$ cat src/rtl/addac_pkg.sv
// rtl/addac_pkg.sv - shared types and opcode decode for the addac bit-serial sequencer.
package addac_pkg;

    typedef enum logic [1:0] {
        OP_LOAD  = 2'b00,
        OP_LOADN = 2'b01,
        OP_ADD   = 2'b10,
        OP_SUB   = 2'b11
    } op_t;

    typedef enum logic [1:0] {
        IDLE  = 2'b00,
        SHIFT = 2'b01,
        DONE  = 2'b10
    } state_t;

    // Returns {sel0, sel1, cin0}: invert-select, add-select, bit-0 carry.
    function automatic logic [2:0] op_sel(input op_t op);
        case (op)
            OP_LOAD:  return 3'b000;
            OP_LOADN: return 3'b100;
            OP_ADD:   return 3'b010;
            OP_SUB:   return 3'b111;
            default:  return 3'b010;
        endcase
    endfunction

endpackage

$ cat src/rtl/addac_seq_shreg.sv
// rtl/addac_seq_shreg.sv - LSB-first shift register with parallel load, used as PISO and SIPO.
module shreg #(
    parameter int WIDTH = 8
) (
    input  logic             clk,
    input  logic             rst,
    input  logic             i_load,
    input  logic [WIDTH-1:0] i_din,
    input  logic             i_shift,
    input  logic             i_sin,
    output logic             o_sout,
    output logic [WIDTH-1:0] o_q
);

    logic [WIDTH-1:0] r_q;

    always_ff @(posedge clk) begin
        if (rst) begin
            r_q <= '0;
        end else if (i_load) begin
            r_q <= i_din;
        end else if (i_shift) begin
            r_q <= {i_sin, r_q[WIDTH-1:1]};
        end
    end

    assign o_sout = r_q[0];
    assign o_q    = r_q;

endmodule

$ cat src/rtl/addac_seq.sv
// rtl/addac_seq.sv - serialises an operand into addac and deserialises the sum with carry/overflow flags.
module addac_seq
    import addac_pkg::*;
#(
    parameter int WIDTH = 8
) (
    input  logic             clk,
    input  logic             rst,
    input  logic             in_valid,
    output logic             in_ready,
    input  op_t              in_op,
    input  logic [WIDTH-1:0] in_data,
    output logic             a,
    output logic             sel0,
    output logic             sel1,
    output logic             cin,
    input  logic             s,
    input  logic             cout,
    output logic             res_valid,
    input  logic             res_ready,
    output logic [WIDTH-1:0] res_data,
    output logic             res_cout,
    output logic             res_ovf
);

    localparam int            PW   = (WIDTH > 1) ? $clog2(WIDTH) : 1;
    localparam logic [PW-1:0] LAST = PW'(WIDTH - 1);

    state_t           r_state, w_next;
    logic [PW-1:0]    r_phase;
    op_t              r_op;
    logic             r_carry, r_cout, r_ovf;
    logic             w_last, w_accept, w_shift, w_op_bit, w_sout_unused;
    logic [2:0]       w_sel, w_in_sel;
    logic [WIDTH-1:0] w_opq_unused, w_res_q;

    assign w_last   = (r_phase == LAST);
    assign w_shift  = (r_state == SHIFT);
    assign w_accept = (r_state == IDLE) && in_valid && w_last;
    assign w_sel    = op_sel(r_op);
    assign w_in_sel = op_sel(in_op);

    shreg #(.WIDTH(WIDTH)) u_opreg (
        .clk(clk), .rst(rst), .i_load(w_accept), .i_din(in_data),
        .i_shift(w_shift), .i_sin(1'b0), .o_sout(w_op_bit), .o_q(w_opq_unused)
    );

    shreg #(.WIDTH(WIDTH)) u_resreg (
        .clk(clk), .rst(rst), .i_load(1'b0), .i_din('0),
        .i_shift(w_shift), .i_sin(s), .o_sout(w_sout_unused), .o_q(w_res_q)
    );

    always_ff @(posedge clk) begin
        if (rst) begin
            r_state <= IDLE;
            r_phase <= '0;
            r_op    <= OP_LOAD;
            r_carry <= 1'b0;
            r_cout  <= 1'b0;
            r_ovf   <= 1'b0;
        end else begin
            r_state <= w_next;
            r_phase <= w_last ? '0 : r_phase + 1'b1;
            if (w_accept) begin
                r_op    <= in_op;
                r_carry <= w_in_sel[0];
            end else if (w_shift) begin
                r_carry <= cout;
                // r_carry here is the carry into the MSB, so cout^r_carry is signed overflow.
                if (w_last) begin
                    r_cout <= cout;
                    r_ovf  <= w_sel[1] & (cout ^ r_carry);
                end
            end
        end
    end

    always_comb begin
        w_next    = r_state;
        in_ready  = 1'b0;
        res_valid = 1'b0;
        a         = 1'b0;
        sel0      = 1'b0;
        sel1      = 1'b1;
        cin       = 1'b0;
        case (r_state)
            IDLE: begin
                in_ready = w_last;
                if (w_accept) w_next = SHIFT;
            end
            SHIFT: begin
                a    = w_op_bit;
                sel0 = w_sel[2];
                sel1 = w_sel[1];
                cin  = r_carry;
                if (w_last) w_next = DONE;
            end
            DONE: begin
                res_valid = 1'b1;
                if (res_ready) w_next = IDLE;
            end
            default: w_next = IDLE;
        endcase
    end

    assign res_data = w_res_q;
    assign res_cout = r_cout;
    assign res_ovf  = r_ovf;

endmodule

$ cat config.mk
export PLATFORM = sky130hd
export DESIGN_NAME = addac_seq
export DESIGN_NICKNAME = d
export VERILOG_FILES = /design/src/rtl/addac_pkg.sv /design/src/rtl/addac_seq_shreg.sv /design/src/rtl/addac_seq.sv
export SDC_FILE = /design/constraint.sdc
export NUM_CORES = 1
export LEC_CHECK = 0
export ABC_CLOCK_PERIOD_IN_PS = 4700
export BUFFER_PORTS_ARGS = -buffer_cell sky130_fd_sc_hd__buf_2
export CORE_ASPECT_RATIO = 0.75
export CORE_UTILIZATION = 25
export DETAILED_ROUTE_END_ITERATION = 6
export PLACE_DENSITY = 0.51
export SYNTH_ARGS = -nofsm -noshare
export SYNTH_HDL_FRONTEND = slang
export SYNTH_HIERARCHICAL = 1
export SYNTH_SLANG_ARGS = --single-unit
$ cat constraint.sdc
create_clock -name clk -period 4.7 [get_ports clk]
set_clock_uncertainty 0.1 [all_clocks]
set_input_delay 0 -clock clk [delete_from_list [all_inputs] [get_ports clk]]
set_output_delay 0 -clock clk [all_outputs]
set_load 0.1 [all_outputs]
==> impl_metrics.env, run 1 <==
export IMPL_clockRootBuffer="clkbuf_8"
export IMPL_cts_made_buffers=3
export IMPL_antenna_found_initial=0
export IMPL_rr_startpoint="r_phase[0]"
export IMPL_startpoint_type="flop"
export IMPL_grt_usage_pct=11.2
export IMPL_critPathBufInv=2
export IMPL_post_dp_hpwl_um=1930
export IMPL_relSlewSlack_pct=58.4
export IMPL_syn_inst=122
export IMPL_gp_congestion=0.706
export IMPL_antenna_left=0
export IMPL_status="finished, final reports clean"
export IMPL_htree_levels=1
export IMPL_postCtsSetupBuffers=0
export IMPL_fmaxAchievable_ghz=0.446
export IMPL_rrSetupSlack_ns=2.77
export IMPL_cts_tree="yes"
export IMPL_final_fill_count=484
export IMPL_worstSetupPathType="reg -> out"
export IMPL_num_rows=21
export IMPL_drv_cap=0
export IMPL_grt_max_degree=27
export IMPL_layoutNonFillerInstCount=236
export IMPL_ios=32
export IMPL_clock_latency_ns=0.26
export IMPL_finalCritPeriodShare_pct=47.7
export IMPL_drive_above_1_share_pct=22.3
export IMPL_rsz0062_at_grt="no"
export IMPL_clkTransAtPathRegs_ns=0.08
export IMPL_dpl_instance_area_mm2=0.00147
export IMPL_crit_family="buffers and inverters"
export IMPL_slew_viol_final=0
export IMPL_p_leak_nw=0.696
export IMPL_final_area_mm2=0.00164
export IMPL_finalSetupViolations=0
export IMPL_drc=0
export IMPL_dieArea_mm2=0.00519
export IMPL_p_total_w=0.000433
export IMPL_finalCriticalPeriod_ns=2.24
export IMPL_setup_tns_ns=0
export IMPL_die_w_um=82.9
export IMPL_grt_overflow=0
export IMPL_synth_area_mm2=0.00123
export IMPL_viasPerCell=4.28
export IMPL_rr_worst_depth=5
export IMPL_routed_wirelength_um=2740
export IMPL_io_buffers=31
export IMPL_required_ns=4.60
export IMPL_hold_path_startpoint="in_valid"
export IMPL_tightest_slew_ns=0.622
export IMPL_cpMaxStageDelayCell="nor2b_2"
export IMPL_yosys_warnings=6
export IMPL_vias=1011
export IMPL_area_delta_synth_final_pct=33.6
export IMPL_core_area_mm2=0.00457
export IMPL_nets=200
export IMPL_vdd_ir_drop_max_uv=100
export IMPL_critPathMaxStageDelay_ns=0.57
export IMPL_wl_per_cell_um=11.6
export IMPL_cp_max_fo=13
export IMPL_grt_pass1_vias=1097
export IMPL_syn_area_per_cell_um2=10.1
export IMPL_dieHeight_um=62.7
export IMPL_powerDensity_mw_per_mm2=264
export IMPL_antennaDiodeCount=0
export IMPL_cts_max_path_buffers=2
export IMPL_path_cells="nor2b_2, buf_4, and2_1, buf_2"
export IMPL_cts_num_sinks=26
export IMPL_crit_path_end_kind="primary output"
export IMPL_worst_hold_path_type="in -> reg"
export IMPL_grt_pass1_wl_um=4800
export IMPL_arrival_ns=2.14
export IMPL_whs_endpoint="r_carry"
export IMPL_initial_utilization_pct=26.8
export IMPL_first_pass_iters=4
export IMPL_drt_iter0_drc=18
export IMPL_place_inst=220
export IMPL_final_hold_viol_count=0
export IMPL_r2r_end="u_opreg/o_q[0]"
export IMPL_hold_depth=4
where the power goes:
| part | switching, W | leakage (nW) | internal, W |
|---|---|---|---|
| registers | 0.00000477 | 0.212 | 0.000228 |
| logic | 0.0000533 | 0.462 | 0.0000239 |
| clock network | 0.0000660 | 0.0216 | 0.0000573 |
state kept, by name (all words and copies together) (netlist names):
register and cells:
r_carry 1, r_op 2, r_phase 3, r_state 2, res_cout 1, res_ovf 1, u_opreg/o_q 8, u_resreg/o_q 8
layer usage:
metal / part of all wire [%] / track usage (%) / vias up / routed length, um
met5: 0 / 0 / - / 0
met4: 1.3 / 4.31 / 0 / 35
met3: 2.8 / 2.91 / 2 / 78
met2: 46 / 19.6 / 18 / 1270
met1: 49 / 13.3 / 469 / 1350
li1: - / - / 522 / -
repair_timing:
item | CTS | global route
hold endpoints to repair | 14 | 0
hold buffers | 13 | 0
gates resized for setup | 0 | 0
cell usage in the layout (no fill, tap or decap), drive strengths merged, types with 2 or more instances in the layout:
| cell type | count |
|---|---|
| nor2 | 6 |
| nor3b | 2 |
| and2 | 3 |
| a21oi | 3 |
| clkbuf | 3 |
| nor3 | 2 |
| ha | 3 |
| nor2b | 17 |
| a211oi | 16 |
| dfxtp | 26 |
| nand2 | 2 |
| dlygate4sd3 | 13 |
| inv | 5 |
| mux2i | 19 |
| buf | 32 |
| conb | 18 |
tightest hold or removal path: stages:
cell	delay [ns]
buf_2	0.10
a21oi_1	0.06
nor2_1	0.08
o21a_1	0.11
cell type report:
type | count | area [um^2] | area share (%)
clock buffer | 3 | 41.3 | 2.52
inverter | 5 | 18.8 | 1.15
multi-input combinational | 100 | 693 | 42.3
sequential | 26 | 520 | 31.8
tap | 57 | 71.3 | 4.35
timing repair buffer | 45 | 293 | 17.9
through the flow:
| step | hold WS (ns) | utilization [%] | worst slack (ns) |
|---|---|---|---|
| final | 0.00937 | 35.8 | 2.46 |
| after detailed placement | 0.175 | 32.1 | 2.70 |
| after global routing | 0.00838 | 35.8 | 2.26 |
| after global placement | 0.156 | 32.1 | 2.74 |
| after floorplan | 0.0439 | - | 1.82 |
| after CTS | 0.000308 | 35.8 | 2.39 |
worst max path at each step:
stage / end / slack (ns) / start / depth (start not counted)
after global routing: a / 2.26 / r_state[0] / 4
after CTS: a / 2.39 / r_state[0] / 4
after global placement: a / 2.74 / r_state[0] / 4
after detailed placement: a / 2.70 / r_state[0] / 4
final: a / 2.46 / r_state[0] / 4
after floorplan: in_ready / 1.82 / r_phase[0] / 4
(Power assumes the default switching activity.)
==> inputs of run 2 (changes only) <==
--- a/config.mk
+++ b/config.mk
@@ -5,7 +5,7 @@
 export SDC_FILE = /design/constraint.sdc
 export NUM_CORES = 1
 export LEC_CHECK = 0
-export ABC_CLOCK_PERIOD_IN_PS = 4700
+export ABC_CLOCK_PERIOD_IN_PS = 2300
 export BUFFER_PORTS_ARGS = -buffer_cell sky130_fd_sc_hd__buf_2
 export CORE_ASPECT_RATIO = 0.75
 export CORE_UTILIZATION = 25
==> constraint.sdc (replaced) <==
create_clock -name clk -period 2.3 [get_ports clk]
set_clock_uncertainty 0.1 [all_clocks]
set_input_delay 0 -clock clk [delete_from_list [all_inputs] [get_ports clk]]
set_output_delay 0 -clock clk [all_outputs]
set_load 0.1 [all_outputs]
==> run 2 against run 1 <==
Effect of this change: combinational power up 110%; critical path depth up 1; hold slack better by 0.058 ns; via count up 0.59%; flip-flop and latch count unchanged; sequential share of layout area down 1.5 points.
==> impl_metrics.env, run 2 (synthesis gave the netlist of run 1 again) <==
export IMPL_status="finished, final reports clean"
export IMPL_antennaDiodeCount=0
export IMPL_routed_wirelength_um=2680
export IMPL_hold_depth=2
export IMPL_powerDensity_mw_per_mm2=539
export IMPL_slew_viol_final=0
export IMPL_drive_above_1_share_pct=23.6
export IMPL_antenna_left=0
export IMPL_rr_startpoint="r_phase[0]"
export IMPL_startpoint_type="flop"
export IMPL_crit_path_end_kind="flop"
export IMPL_nets=202
export IMPL_grt_pass1_vias=1004
export IMPL_wl_per_cell_um=11.2
export IMPL_die_w_um=82.9
export IMPL_drv_cap=0
export IMPL_cp_max_fo=13
export IMPL_post_dp_hpwl_um=1850
export IMPL_finalCritPeriodShare_pct=80.9
export IMPL_vias=1017
export IMPL_worst_hold_path_type="in -> reg"
export IMPL_fmaxAchievable_ghz=0.537
export IMPL_dieHeight_um=62.7
export IMPL_num_rows=21
export IMPL_holdWs_ns=0.0676
export IMPL_ios=32
export IMPL_rr_worst_depth=5
export IMPL_drc=0
export IMPL_initial_utilization_pct=26.8
export IMPL_grt_overflow=0
export IMPL_htree_levels=1
export IMPL_grt_pass1_wl_um=4590
export IMPL_area_delta_synth_final_pct=40.2
export IMPL_setup_tns_ns=0
export IMPL_required_ns=2.39
export IMPL_final_util_pct=37.6
export IMPL_worstSetupPathType="reg -> reg"
export IMPL_cts_resized=0
export IMPL_layoutNonFillerInstCount=239
export IMPL_dpl_instance_area_mm2=0.00152
export IMPL_finalCriticalPeriod_ns=1.86
export IMPL_core_area_mm2=0.00457
export IMPL_final_common_cell="buf_2"
export IMPL_rsz0062_at_grt="no"
export IMPL_cts_max_path_buffers=2
export IMPL_rrSetupSlack_ns=0.44
export IMPL_io_buffers=31
export IMPL_final_hold_viol_count=0
export IMPL_final_cell_mix="buf_2, dfxtp_1, mux2i_1"
export IMPL_antenna_found_initial=0
export IMPL_clkTransAtPathRegs_ns=0.09
export IMPL_place_inst=221
export IMPL_dieArea_mm2=0.00519
export IMPL_p_leak_nw=0.725
export IMPL_cts_tree="yes"
export IMPL_grt_max_degree=27
export IMPL_drt_iter0_drc=35
export IMPL_cts_num_sinks=26
export IMPL_arrival_ns=1.95
export IMPL_finalSetupViolations=0
export IMPL_clock_latency_ns=0.27
export IMPL_whs_endpoint="r_op[1]"
export IMPL_grt_usage_pct=11.0
export IMPL_vdd_ir_drop_max_uv=164
export IMPL_final_area_mm2=0.00172
export IMPL_hold_path_startpoint="rst"
export IMPL_first_pass_iters=3
export IMPL_r2r_end="u_opreg/o_q[0]"
export IMPL_viasPerCell=4.26
export IMPL_clockRootBuffer="clkbuf_8"
export IMPL_gp_congestion=0.734
export IMPL_cts_made_buffers=3
## run 2: changes by cell type in the layout (fill, tap and decap cells not counted), sizes merged
cell and delta:
buf +1, clkbuf +1, dlygate4sd3 +1
## run 2: worst max-delay path: stages, from the launching register on
cell and delay, ns:
dfxtp_1 0.35, ha_1 0.18, ha_1 0.20, and4bb_1 0.53, inv_2 0.17, a211oi_1 0.24
## run 2: how the worst max path moves through the flow
stage	startpoint	endpoint	slack, ns	cells past startpoint
final	r_phase[0]	u_opreg/o_q[0]	0.44	5
after floorplan	r_phase[0]	in_ready	0.28	4
after CTS	r_phase[0]	u_opreg/o_q[7]	0.41	5
after global routing	r_phase[0]	u_opreg/o_q[0]	0.26	5
after global placement	r_phase[0]	u_opreg/o_q[7]	0.57	5
after detailed placement	r_phase[0]	u_opreg/o_q[7]	0.43	5
## run 2: repair_timing
action	in CTS	in global routing
endpoints found under the hold margin	14	0
buffers inserted	0	0
hold buffers	14	0
## run 2: through the flow
| stage | setup WS (ns) | total power (W) |
|---|---|---|
| after global placement | 0.568 | 0.000623 |
| after detailed placement | 0.428 | 0.000625 |
| after floorplan | 0.284 | 0.000596 |
| after global routing | 0.258 | 0.000977 |
| final | 0.439 | 0.000927 |
| after CTS | 0.413 | 0.000939 |
## run 2: layout make-up
| type | instances | area, um^2 |
|---|---|---|
| inverter | 5 | 18.8 |
| tap | 57 | 71.3 |
| multi-input combinational | 100 | 698 |
| fill | 466 | 2850 |
| timing repair buffer | 47 | 355 |
| sequential | 26 | 520 |
| clock buffer | 4 | 55.1 |
## run 2: report_power, final
| group | leakage [nW] | internal [W] | switching [W] |
|---|---|---|---|
| logic | 0.484 | 0.0000500 | 0.000109 |
| registers | 0.212 | 0.000465 | 0.00000947 |
| clock network | 0.0288 | 0.000153 | 0.000141 |
| total | 0.725 | 0.000668 | 0.000259 |
## run 2: layer usage
layer  share of wire [%]  global-route usage (%)  wire length, um  vias to the layer above
li1                    -                       -                -                      527
met1                  48                    13.3             1290                      458
met2                  45                    17.7             1200                       24
met3                 3.4                    2.51               90                        8
met4                 3.5                    6.90               95                        0
met5                   0                       0                0                        -
